$ cat src/rtl/bus_pkg.sv
// bus_pkg: shared FSM states, transfer modes and slave address regions for bus masters.
package bus_pkg;

    typedef enum logic [1:0] {IDLE, ADDR, ACCESS, DONE} state_t;

    localparam logic MODE_READ  = 1'b0;
    localparam logic MODE_WRITE = 1'b1;

    localparam logic [3:0] REGION_S1 = 4'h0;
    localparam logic [3:0] REGION_S2 = 4'h1;
    localparam logic [3:0] REGION_S3 = 4'h2;

endpackage

$ cat src/rtl/addr_decoder.sv
// addr_decoder: one-hot slave select from the top address nibble, with a miss flag.
module addr_decoder
    import bus_pkg::*;
(
    input  logic [3:0] addr_hi,
    output logic       s1,
    output logic       s2,
    output logic       s3,
    output logic       miss
);

    assign s1   = addr_hi == REGION_S1;
    assign s2   = addr_hi == REGION_S2;
    assign s3   = addr_hi == REGION_S3;
    assign miss = !(s1 || s2 || s3);

endmodule

$ cat src/rtl/bus_master.sv
// bus_master: single-outstanding bus master with address decode, access timeout and read capture.
module bus_master
    import bus_pkg::*;
#(
    parameter int TIMEOUT = 16
) (
    input  logic        clk,
    input  logic        rst,
    input  logic        req,
    input  logic        req_mode,
    input  logic [15:0] req_addr,
    input  logic [7:0]  req_wdata,
    output logic        busy,
    output logic        done,
    output logic        err,
    output logic [7:0]  rd_data,
    output logic        mode,
    output logic [15:0] addr,
    output logic [7:0]  wdata,
    output logic        valid,
    output logic        s1,
    output logic        s2,
    output logic        s3,
    input  logic [7:0]  rdata,
    input  logic        ready
);

    localparam int CW = $clog2(TIMEOUT + 1);

    state_t          state_q, state_d;
    logic            mode_q, mode_d;
    logic [15:0]     addr_q, addr_d;
    logic [7:0]      wdata_q, wdata_d;
    logic [7:0]      rd_q, rd_d;
    logic            err_q, err_d;
    logic [CW-1:0]   cnt_q, cnt_d;
    logic [3:0]      dec_hi;
    logic            d1, d2, d3, miss, sel_en;

    // In IDLE the decoder judges the incoming request; otherwise it drives the latched target.
    assign dec_hi = state_q == IDLE ? req_addr[15:12] : addr_q[15:12];

    addr_decoder u_dec (
        .addr_hi (dec_hi),
        .s1      (d1),
        .s2      (d2),
        .s3      (d3),
        .miss    (miss)
    );

    always_comb begin
        state_d = state_q;
        mode_d  = mode_q;
        addr_d  = addr_q;
        wdata_d = wdata_q;
        rd_d    = rd_q;
        err_d   = err_q;
        cnt_d   = cnt_q;
        case (state_q)
            IDLE: if (req) begin
                mode_d  = req_mode;
                addr_d  = req_addr;
                wdata_d = req_wdata;
                err_d   = miss;
                state_d = miss ? DONE : ADDR;
            end
            ADDR: begin
                cnt_d   = '0;
                state_d = ACCESS;
            end
            ACCESS: if (ready) begin
                err_d   = 1'b0;
                state_d = DONE;
                rd_d    = mode_q == MODE_READ ? rdata : rd_q;
            end else begin
                cnt_d = cnt_q + 1'b1;
                if (cnt_q == CW'(TIMEOUT - 1)) begin
                    err_d   = 1'b1;
                    state_d = DONE;
                end
            end
            DONE:    state_d = IDLE;
            default: state_d = IDLE;
        endcase
    end

    always_ff @(posedge clk) begin
        if (rst) begin
            state_q <= IDLE;
            mode_q  <= 1'b0;
            addr_q  <= '0;
            wdata_q <= '0;
            rd_q    <= '0;
            err_q   <= 1'b0;
            cnt_q   <= '0;
        end else begin
            state_q <= state_d;
            mode_q  <= mode_d;
            addr_q  <= addr_d;
            wdata_q <= wdata_d;
            rd_q    <= rd_d;
            err_q   <= err_d;
            cnt_q   <= cnt_d;
        end
    end

    assign sel_en  = state_q == ADDR || state_q == ACCESS;
    assign s1      = sel_en && d1;
    assign s2      = sel_en && d2;
    assign s3      = sel_en && d3;
    assign valid   = state_q == ACCESS;
    assign busy    = state_q != IDLE;
    assign done    = state_q == DONE;
    assign err     = done && err_q;
    assign mode    = mode_q;
    assign addr    = addr_q;
    assign wdata   = wdata_q;
    assign rd_data = rd_q;

endmodule
$ cat config.mk
export PLATFORM = sky130hd
export DESIGN_NAME = bus_master
export DESIGN_NICKNAME = d
export VERILOG_FILES = /design/src/rtl/bus_pkg.sv /design/src/rtl/addr_decoder.sv /design/src/rtl/bus_master.sv
export SDC_FILE = /design/constraint.sdc
export NUM_CORES = 1
export LEC_CHECK = 0
export CAP_MARGIN = 25
export CORE_MARGIN = 1.5
export CORE_UTILIZATION = 38
export CTS_CLUSTER_SIZE = 24
export DETAILED_ROUTE_END_ITERATION = 6
export PLACE_DENSITY_LB_ADDON = 0.15
export REMOVE_ABC_BUFFERS = 1
export SLEW_MARGIN = 40
export SYNTH_ARGS = -nofsm -noshare
export SYNTH_HDL_FRONTEND = slang
export SYNTH_SLANG_ARGS = --single-unit
export TNS_END_PERCENT = 1
$ cat constraint.sdc
create_clock -name clk -period 1.5 [get_ports clk]
set_input_delay 0.225 -clock clk [delete_from_list [all_inputs] [get_ports clk]]
set_output_delay 0.225 -clock clk [all_outputs]
set_load 0.005 [all_outputs]
==> results.yml <==
run_status:
  status: "complete, but fails checks"
  violations: "setup timing"
logic_synthesis:
  yosys_warnings: 0
  synth_seq_area_share: 0.4502
  syn_avg_cell_area_um2: 8.681
  synth.distinct_cells: 35
  netlist_area_mm2: 0.001823
  syn_inst: 210
  ys_ff_latch: 41
global_routing:
  grt_pass1_vias: 1681
  grt_max_degree: 20
  overflow: 0
  antenna_found_initial: 0
  grt_pass1_wl_um: 7169
  track_usage: 0.1716
route:
  ant_nets: 0
  vias_per_cell: 4.807
  vias: 1769
  drc: 0
  drt_first_pass_iters: 3
  wl_um: 4390
  wire_per_inst_um: 11.93
  first_iter_violations: 69
timing:
  hold-worst-slack_ns: 0.2245
  setup-violations-final: 15
  period_share: 1.120
  min_period_ns: 1.680
  hold_violations: 0
  max_slew_margin: 0.8410
  max_freq_mhz: 595.4
  skew_ns: 0.003912
  worst_slack_ns: -0.1795
  tightest_slew_ns: 0.2381
  rsz0062_at_grt: "yes"
  slew_violations: 0
final_layout:
  nFillCells: 414
  diodes: 0
  utilization: 0.6454
  fin_nets: 356
  mostFrequentLayoutCell: "clkdlybuf4s50_1"
  mostFrequentLayoutCells: "68 x clkdlybuf4s50_1, 45 x nand2_1, 38 x dfxtp_1"
  syn2layout_area_growth_pct: 65.00
  drive_gt1_frac: 0.2771
  fin_area_mm2: 0.003008
die:
  io_pins: 77
  chipHeight_um: 72.27
  core_mm2: 0.004661
  die_area_mm2: 0.005222
  start_util: 0.3911
  die_x_um: 72.27
  num_rows: 25
pwr:
  p_seq_frac: 0.310
  clockPowerShare: 0.199
  internal-power_mw: 3.100
  leakagePower_nw: 1.214
  switchingPower_mw: 1.460
  combPwrFrac: 0.491
  total_power_mw: 4.560
  swShare: 0.3203
  vdd_drop_max_mv: 0.8503
  p_per_area_mw_per_mm2: 1516
place:
  dp_slack_ns: -0.3432
  placed_area_mm2: 0.002810
  dpl.hpwl_um: 3205
  io_buffers: 76
  gp_congestion: 0.7984
worst_setup_path:
  startpoint_type: "flop"
  worst_r2r_path_depth: 6
  timing.critical_path.to: "s1"
  crit_type: "flop to output port"
  cp_max_fo: 6
  cp-end-kind: "output port"
  crit_start: "state_q[1]"
  cp_slowest_cell: "dfxtp_2"
  timing.rr.start: "cnt_q[0]"
  r2r_slack_ns: -0.16
  arrival_ns: 1.45
  cp_data_required_time_ns: 1.27
  crit_chain: "inv_2, ha_4, nor3b_2, o21ai_1, buf_4, nor2_1, buf_2"
  cpPeakStageDelay_ns: 0.34
  timing.rr.end: "err_q"
cts:
  htreeDepth: 2
  clk_pin_slew_ns: 0.08
  insertion_delay_ns: 0.28
  cts-root-buf: "clkbuf_8"
  cts_tree: "yes"
  clockBufferDepth: 2
  cts_buffers: 5
  cts_num_sinks: 41
run:
  max_cap_viol_count: 0
worst_hold_path:
  hold_path.class: "input port to flop"
cells in the mapped netlist, drive strengths merged:
cell type / number / area [um^2]
mux2: 1 / 11.26
ha: 6 / 75.07
and3: 1 / 6.260
or2: 1 / 6.260
nand2b: 4 / 25.02
a311oi: 1 / 15.01
nor3b: 3 / 22.52
buf: 10 / 76.31
a21oi: 32 / 197.7
a211o: 1 / 8.760
mux2i: 8 / 80.08
a211oi: 1 / 7.510
a31oi: 4 / 31.28
dfxtp: 41 / 820.8
nand3b: 1 / 7.510
or3b: 1 / 11.26
nand4b: 1 / 8.760
nor2: 15 / 56.30
clkbuf: 2 / 7.510
nor3: 5 / 25.02
and2b: 1 / 7.510
inv: 6 / 22.52
nand2: 55 / 231.5
and2: 3 / 21.27
o21ai: 5 / 25.02
a2111oi: 1 / 15.01
cell families (layout without fill, tap and decap cells):
| family | Yosys count | after routing | share of synthesized area |
|---|---|---|---|
| and+or+nand+nor | 91 | 91 | 0.2354 |
| AOI/OAI and AO/OA | 45 | 45 | 0.1647 |
| DFF | 41 | 41 | 0.4502 |
| buffers and inverters | 18 | 122 | 0.05833 |
| muxes | 9 | 9 | 0.05010 |
| adders and majority gates | 6 | 6 | 0.04118 |
cell type report:
cell class | instances | area, um^2 | share of cell area
clock inverters | 2 | 37.54 | 0.01248
multi-input cells | 151 | 959.7 | 0.3191
repair buffers | 108 | 1013 | 0.3369
flip-flops and latches | 41 | 824.5 | 0.2741
clock buffers | 6 | 82.58 | 0.02745
well taps | 54 | 67.56 | 0.02246
inverters | 6 | 22.52 | 0.007488
worst max-delay path: cells and delay by family, from the launching register on:
kind	cells	cell delay (ns)
compound gates	1	0.15
simple gates	2	0.18
fa+ha+maj	1	0.17
flops	1	0.34
buf+inv	3	0.32
power by group through the flow:
stage | Combinational (mW) | Sequential (mW) | Clock, mW
finish | 2.24 | 1.41 | 0.909
global route | 2.46 | 1.44 | 0.992
CTS | 2.22 | 1.41 | 0.934
detailed placement | 2.06 | 1.42 | 0
global placement | 2.04 | 1.42 | 0
floorplan | 0.874 | 1.44 | 0
through the flow:
step	instances	TNS (ns)
detailed placement	356	-2.458
finish	368	-0.9716
global placement	356	-2.029
global route	368	-2.233
floorplan	198	-6.850
CTS	368	-1.059
sequential cells by signal, summed over array words and instances (netlist names):
| register | cells |
|---|---|
| rd_data | 8 |
| mode | 1 |
| wdata | 8 |
| state_q | 2 |
| addr | 16 |
| err_q | 1 |
| cnt_q | 5 |
per-layer routing:
metal	wire length (um)	GRT usage	part of all wire
met1	1947	0.2040	0.44
met2	2182	0.2984	0.50
met3	236	0.05417	0.054
met4	23	0.04822	0.0052
met5	0	0	0
worst min path at each step:
stage | startpoint | end | slack, ns | cells past startpoint
final | rst | addr[13] | 0.22 | 2
after global routing | rst | addr[13] | 0.21 | 2
after CTS | rst | addr[13] | 0.23 | 2
after detailed placement | addr[0] | addr[0] | 0.45 | 2
after global placement | addr[4] | addr[4] | 0.44 | 2
after floorplan | rst | addr[10] | 0.29 | 1
timing repair:
| item | in CTS | in global routing |
|---|---|---|
| gates resized for setup | 30 | 8 |
| setup endpoints to repair | 27 | 22 |
| hold buffers | 0 | 0 |
| pin swaps | 6 | 3 |
| buffers inserted | 4 | 0 |
Note: power is estimated with default switching activity, not from simulation.
